## src/rtl/noc_pkg.sv

```systemverilog
// Shared mesh-router definitions: flit ids, requester FSM states and the
// one-hot arbiter encoding used by both the requesters and the arbiter.
package noc_pkg;

    localparam int FLIT_ID_W = 3;
    localparam int LENGTH_W  = 12;

    localparam logic [FLIT_ID_W-1:0] FLIT_NONE   = 3'b000;
    localparam logic [FLIT_ID_W-1:0] FLIT_HEADER = 3'b001;
    localparam logic [FLIT_ID_W-1:0] FLIT_BODY   = 3'b010;
    localparam logic [FLIT_ID_W-1:0] FLIT_TAIL   = 3'b100;

    typedef enum logic [1:0] {
        REQ_IDLE,
        REQ_REQUEST,
        REQ_SEND
    } req_state_e;

    // Port indices match the bit position of the port in the arbiter state, minus one.
    localparam int PORT_L = 0;
    localparam int PORT_N = 1;
    localparam int PORT_E = 2;
    localparam int PORT_W = 3;
    localparam int PORT_S = 4;

    localparam logic [5:0] ARB_IDLE = 6'b000001;
    localparam logic [5:0] ARB_L    = 6'b000010;
    localparam logic [5:0] ARB_N    = 6'b000100;
    localparam logic [5:0] ARB_E    = 6'b001000;
    localparam logic [5:0] ARB_W    = 6'b010000;
    localparam logic [5:0] ARB_S    = 6'b100000;

    function automatic logic is_header(input logic [FLIT_ID_W-1:0] id);
        return id == FLIT_HEADER;
    endfunction

endpackage

```

## src/rtl/flit_fifo.sv

```systemverilog
// Synchronous FIFO with a combinational head view; head reads as zero when empty.
module flit_fifo #(
    parameter int WIDTH = 35,
    parameter int DEPTH = 4
) (
    input  logic             clk,
    input  logic             rst,
    input  logic             push,
    input  logic [WIDTH-1:0] push_data,
    input  logic             pop,
    output logic             full,
    output logic             empty,
    output logic [WIDTH-1:0] head
);

    localparam int PW = $clog2(DEPTH);
    localparam int CW = $clog2(DEPTH + 1);

    logic [WIDTH-1:0] mem [DEPTH];
    logic [PW-1:0]    wr_ptr_q, wr_ptr_d;
    logic [PW-1:0]    rd_ptr_q, rd_ptr_d;
    logic [CW-1:0]    count_q, count_d;
    logic             do_push;
    logic             do_pop;

    assign full    = (count_q == CW'(DEPTH));
    assign empty   = (count_q == '0);
    assign do_push = push && !full;
    assign do_pop  = pop && !empty;
    assign head    = empty ? '0 : mem[rd_ptr_q];

    // DEPTH is a power of two, so pointers wrap by natural overflow.
    always_comb begin
        wr_ptr_d = wr_ptr_q;
        rd_ptr_d = rd_ptr_q;
        count_d  = count_q;
        if (do_push) begin
            wr_ptr_d = wr_ptr_q + PW'(1);
        end
        if (do_pop) begin
            rd_ptr_d = rd_ptr_q + PW'(1);
        end
        if (do_push && !do_pop) begin
            count_d = count_q + CW'(1);
        end else if (!do_push && do_pop) begin
            count_d = count_q - CW'(1);
        end
    end

    always_ff @(posedge clk) begin
        if (rst) begin
            wr_ptr_q <= '0;
            rd_ptr_q <= '0;
            count_q  <= '0;
        end else begin
            wr_ptr_q <= wr_ptr_d;
            rd_ptr_q <= rd_ptr_d;
            count_q  <= count_d;
        end
    end

    always_ff @(posedge clk) begin
        if (do_push) begin
            mem[wr_ptr_q] <= push_data;
        end
    end

endmodule

```

## src/rtl/flit_requester.sv

```systemverilog
// Per-port input requester: buffers flits, requests the arbiter and streams a
// packet while granted, re-requesting if the grant is withdrawn mid-packet.
module flit_requester
    import noc_pkg::*;
#(
    parameter int DATA_WIDTH = 32,
    parameter int DEPTH      = 4
) (
    input  logic                  clk,
    input  logic                  rst,
    input  logic                  in_valid,
    output logic                  in_ready,
    input  logic [2:0]            in_flit_id,
    input  logic [11:0]           in_length,
    input  logic [DATA_WIDTH-1:0] in_data,
    input  logic                  grant,
    output logic                  req,
    output logic [2:0]            flit_id,
    output logic [11:0]           length,
    output logic                  out_valid,
    output logic [DATA_WIDTH-1:0] out_data,
    output logic                  err
);

    localparam int FW = FLIT_ID_W + DATA_WIDTH;

    req_state_e        state_q, state_d;
    logic              started_q, started_d;
    logic [11:0]       length_q, length_d;
    logic              push;
    logic              pop;
    logic              fifo_full;
    logic              fifo_empty;
    logic [FW-1:0]     fifo_head;

    assign in_ready = !rst && !fifo_full;
    assign push     = in_valid && in_ready;
    assign flit_id  = fifo_head[DATA_WIDTH +: FLIT_ID_W];
    assign out_data = fifo_head[DATA_WIDTH-1:0];
    assign length   = length_q;
    assign req      = (state_q != REQ_IDLE);

    flit_fifo #(
        .WIDTH (FW),
        .DEPTH (DEPTH)
    ) u_fifo (
        .clk       (clk),
        .rst       (rst),
        .push      (push),
        .push_data ({in_flit_id, in_data}),
        .pop       (pop),
        .full      (fifo_full),
        .empty     (fifo_empty),
        .head      (fifo_head)
    );

    assign length_d = (push && is_header(in_flit_id)) ? in_length : length_q;

    // started_q marks that this packet's own header has gone out, so a later
    // header at the head means the tail was lost.
    always_comb begin
        state_d   = state_q;
        started_d = started_q;
        pop       = 1'b0;
        out_valid = 1'b0;
        err       = 1'b0;
        case (state_q)
            REQ_IDLE: begin
                if (!fifo_empty) begin
                    if (is_header(flit_id)) begin
                        state_d = REQ_REQUEST;
                    end else begin
                        pop = 1'b1;
                        err = 1'b1;
                    end
                end
            end
            REQ_REQUEST: begin
                if (grant) begin
                    state_d = REQ_SEND;
                end
            end
            REQ_SEND: begin
                if (!grant) begin
                    state_d = REQ_REQUEST;
                end else if (!fifo_empty) begin
                    if (is_header(flit_id) && started_q) begin
                        err       = 1'b1;
                        state_d   = REQ_IDLE;
                        started_d = 1'b0;
                    end else begin
                        pop       = 1'b1;
                        out_valid = 1'b1;
                        if (is_header(flit_id)) begin
                            started_d = 1'b1;
                        end else if (flit_id == FLIT_TAIL) begin
                            state_d   = REQ_IDLE;
                            started_d = 1'b0;
                        end else if (flit_id != FLIT_BODY) begin
                            err = 1'b1;
                        end
                    end
                end
            end
            default: begin
                state_d   = REQ_IDLE;
                started_d = 1'b0;
            end
        endcase
    end

    always_ff @(posedge clk) begin
        if (rst) begin
            state_q   <= REQ_IDLE;
            started_q <= 1'b0;
            length_q  <= '0;
        end else begin
            state_q   <= state_d;
            started_q <= started_d;
            length_q  <= length_d;
        end
    end

endmodule

```

## config.mk

```make
export PLATFORM = sky130hd
export DESIGN_NAME = flit_requester
export DESIGN_NICKNAME = d
export VERILOG_FILES = /design/src/rtl/noc_pkg.sv /design/src/rtl/flit_fifo.sv /design/src/rtl/flit_requester.sv
export SDC_FILE = /design/constraint.sdc
export NUM_CORES = 1
export LEC_CHECK = 0
export ABC_AREA = 1
export BUFFER_PORTS_ARGS = -buffer_cell sky130_fd_sc_hd__buf_2
export CAP_MARGIN = 25
export CORE_ASPECT_RATIO = 2
export CORE_MARGIN = 8
export CORE_UTILIZATION = 55
export DETAILED_ROUTE_END_ITERATION = 10
export PLACE_DENSITY = 0.84
export RECOVER_POWER = 100
export REMOVE_ABC_BUFFERS = 1
export SKIP_CTS_REPAIR_TIMING = 1
export SLEW_MARGIN = 20
export SYNTH_ARGS = -nofsm -noshare
export SYNTH_HDL_FRONTEND = slang
export SYNTH_SLANG_ARGS = --single-unit
```

## constraint.sdc

```tcl
create_clock -name clk -period 3.2 [get_ports clk]
set_clock_uncertainty 0.1 [all_clocks]
set_input_delay 0.48 -clock clk [delete_from_list [all_inputs] [get_ports clk]]
set_output_delay 0.48 -clock clk [all_outputs]
set_load 0.02 [all_outputs]
```

==> key figures <==
Synthesis
  • Adder-Cell Fraction of Synth Area: 1.24%
  • FFs w/ async S/R, synth: 0%
  • EDFF count, synth: 140
  • FF+latch count, synth: 164
  • Ys flop type: edfxtp_1
  • Most numerous cell in the Yosys netlist: nor2_1
  • Mean cell area of the mapped netlist: 11.6 um^2
  • Largest family of logic cells by synthesized area: simple AND/OR/NAND/NOR gates
  • Top post-synthesis cells by area: edfxtp_1 63%, nor2_1 8.2%, dfxtp_1 7.2%
  • Sequential area share after synthesis: 70.4%
  • Post-synth top cells: 146 x nor2_1, 140 x edfxtp_1, 79 x o21ai_0
  • Number of synthesis warnings: 0
  • Post-synthesis mux area share: 0%
  • Synth Area in Compound Gates: 10.6%
  • Syn Inst Count: 574
  • Post-synthesis cell type count: 29
  • Top cell type's share of synthesized area: 63.2%
  • Mapped Area: 0.00665 mm^2
  • Synth area leader: edfxtp_1
  • Synth Area in XOR/XNOR: 0.263%
  • Simple-gate portion of the synthesized area: 13.2%

Clock tree
  • Max Buffers Root-to-Sink: 2
  • CTS Sinks: 164
  • CTS Buf Count: 17
  • CTS tree: built
  • Clk Latency, worst-skew pair: 0.41 ns
  • Clock transition at the registers of the reported paths: 0.07 ns
  • Root buffer cell: clkbuf_16
  • H-tree depth: 4

Placement
  • GP Congestion: 0.831
  • HPWL after detailed placement: 8490 um
  • # port buffers: 101
  • Pre-CTS setup slack: 0.605 ns

Setup path
  • Worst Path Max Fanout: 64
  • Critical path launch point type: register
  • WP data required: 2.62 ns
  • Max stage delay cell, worst path: clkbuf_4
  • Worst path max stage delay: 0.52 ns
  • Kind of critical path: reg -> out
  • Arrival time worst endpoint: 2.30 ns
  • R2R cell count: 17
  • Crit-path cells: inv_6 > clkbuf_4 > o21ai_0 > a21oi_1 > clkbuf_1
  • Crit. End Element: primary output

Pwr
  • Max VDD drop: 0.819 mV
  • Post-layout power: 6920 uW
  • LEAKAGE: 0.00273 uW
  • Pwr/cell area: 890 mW/mm^2

Layout
  • Layout cells sized above 1: 12.9%
  • Area grow syn2layout: 16.9%
  • Antenna cells: 0
  • Layout net count: 733
  • Final core utilization: 64.9%
  • Fill count: 951

Die
  • Die Wd: 93.8 um
  • Core ar.: 0.0120 mm^2
  • DIE AREA: 0.0161 mm^2
  • I/O pin count: 102
  • Initial Utilization: 55.5%
  • Die Height: 172 um
  • Row Count: 57

Global routing
  • First-pass GRT wire length: 22,000 um
  • Number of global-route vias before repair: 4,601
  • GR Overflow Total: 0
  • Gr usage total: 17.7%
  • Initial antenna violation count: 0
  • Largest net degree at the start of global routing: 65

Timing
  • Highest clock rate: 347 MHz
  • Hold Vio Cnt, Final: 0
  • Post-layout min period: 2.88 ns
  • RSZ-0062 raised after global routing: false
  • Tightest Pin Transition: 1.19 ns
  • Relative slew slack: 20.6%
  • Final setup viols: 0
  • Tcrit/Tclk final: 90.0%
  • Slew Viols, Final: 0
  • Setup TNS: 0 ns
  • Worst setup margin: 0.319 ns

Routing
  • DR DRC count: 0
  • Drt pass-1 iters: 6
  • Post-Route WL: 13,900 um
  • Vias per inst: 5.32
  • Average wire per standard cell: 16.7 um
  • Starting DRT DRC Count: 297
  • Detail Route Antenna Nets: 0
  • Via Count: 4,446

Run status
  • Status: complete, no violations

Hold path
  • Hold wc startpoint: rst
  • Worst Hold Path Cells: 2
  • Hold Path Class: in -> reg

Flow run
  • Max-Cap Viols: 0
## placed cells by master (no fill, tap or decap), types with 5 or more instances in the layout
cell / instances
nor2_1: 144
dfxtp_1: 24
inv_1: 32
nand2_2: 7
nand3_1: 9
a21oi_1: 54
buf_4: 5
nand2_1: 20
edfxtp_1: 140
nor2_4: 5
o21ai_0: 80
clkinv_4: 5
ha_1: 5
nand3_2: 8
clkbuf_16: 17
clkbuf_1: 83
buf_2: 18
## cells by family (layout without fill, tap and decap cells)
kind of cell / Yosys count / in the layout
xor+xnor: 2 / 2
buf+inv: 66 / 181
compound gates: 138 / 138
fa+ha+maj: 6 / 6
flops: 164 / 164
simple gates: 198 / 198
## final timing paths
check / end / slack [ns]
max: out_data[10] / 0.32
min: state_q[0] / 0.19
min reg2reg: length[3] / 0.34
max reg2reg: u_fifo.count_q[2] / 0.36
## state kept, by name, summed over array words and instances (netlist names), named ones only
register,count
u_fifo.count_q,3
started_q,1
u_fifo.wr_ptr_q,2
state_q,2
length,12
u_fifo.rd_ptr_q,2
u_fifo.mem,140
## routing by layer
metal / up-vias / global-route usage (%) / wire length (um)
met5: - / 0 / 0
met4: 0 / 8.27 / 233
met3: 20 / 5.24 / 920
met2: 130 / 30.3 / 7440
met1: 2112 / 19.6 / 5340
li1: 2184 / - / -
## where the power goes
part / leakage (uW) / switching (uW) / internal [uW] / total (uW)
logic: 0.000967 / 1730 / 658 / 2380
clock network: 0.000292 / 829 / 1170 / 2000
registers: 0.00147 / 82.5 / 2460 / 2540
## through the flow
step	hold slack (ns)	area (um^2)	instances
after detailed placement	0.336	7330	804
final	0.187	7770	836
after floorplan	0.367	6520	546
after global routing	0.191	7770	836
after CTS	0.168	7920	836
after global placement	0.331	7330	804
## critical path: cells and delay by family, from the launching register on
| kind | cells | cell delay [ns] |
|---|---|---|
| AO/OA/AOI/OAI | 2 | 0.50 |
| buffers and inverters | 3 | 0.94 |
| flip-flops | 1 | 0.44 |
## area by class of cell
type                    instances  area [um^2]  share of cell area (%)
clock buffers                  17          425                    5.47
clock inverters                15          170                    2.19
inverters                      38          150                    1.93
multi-input cells             344         1680                    21.6
flip-flops and latches        164         4680                    60.3
well taps                     147          184                    2.37
repair buffers                111          482                    6.20
No activity file was read; power rests on OpenSTA's default activity.
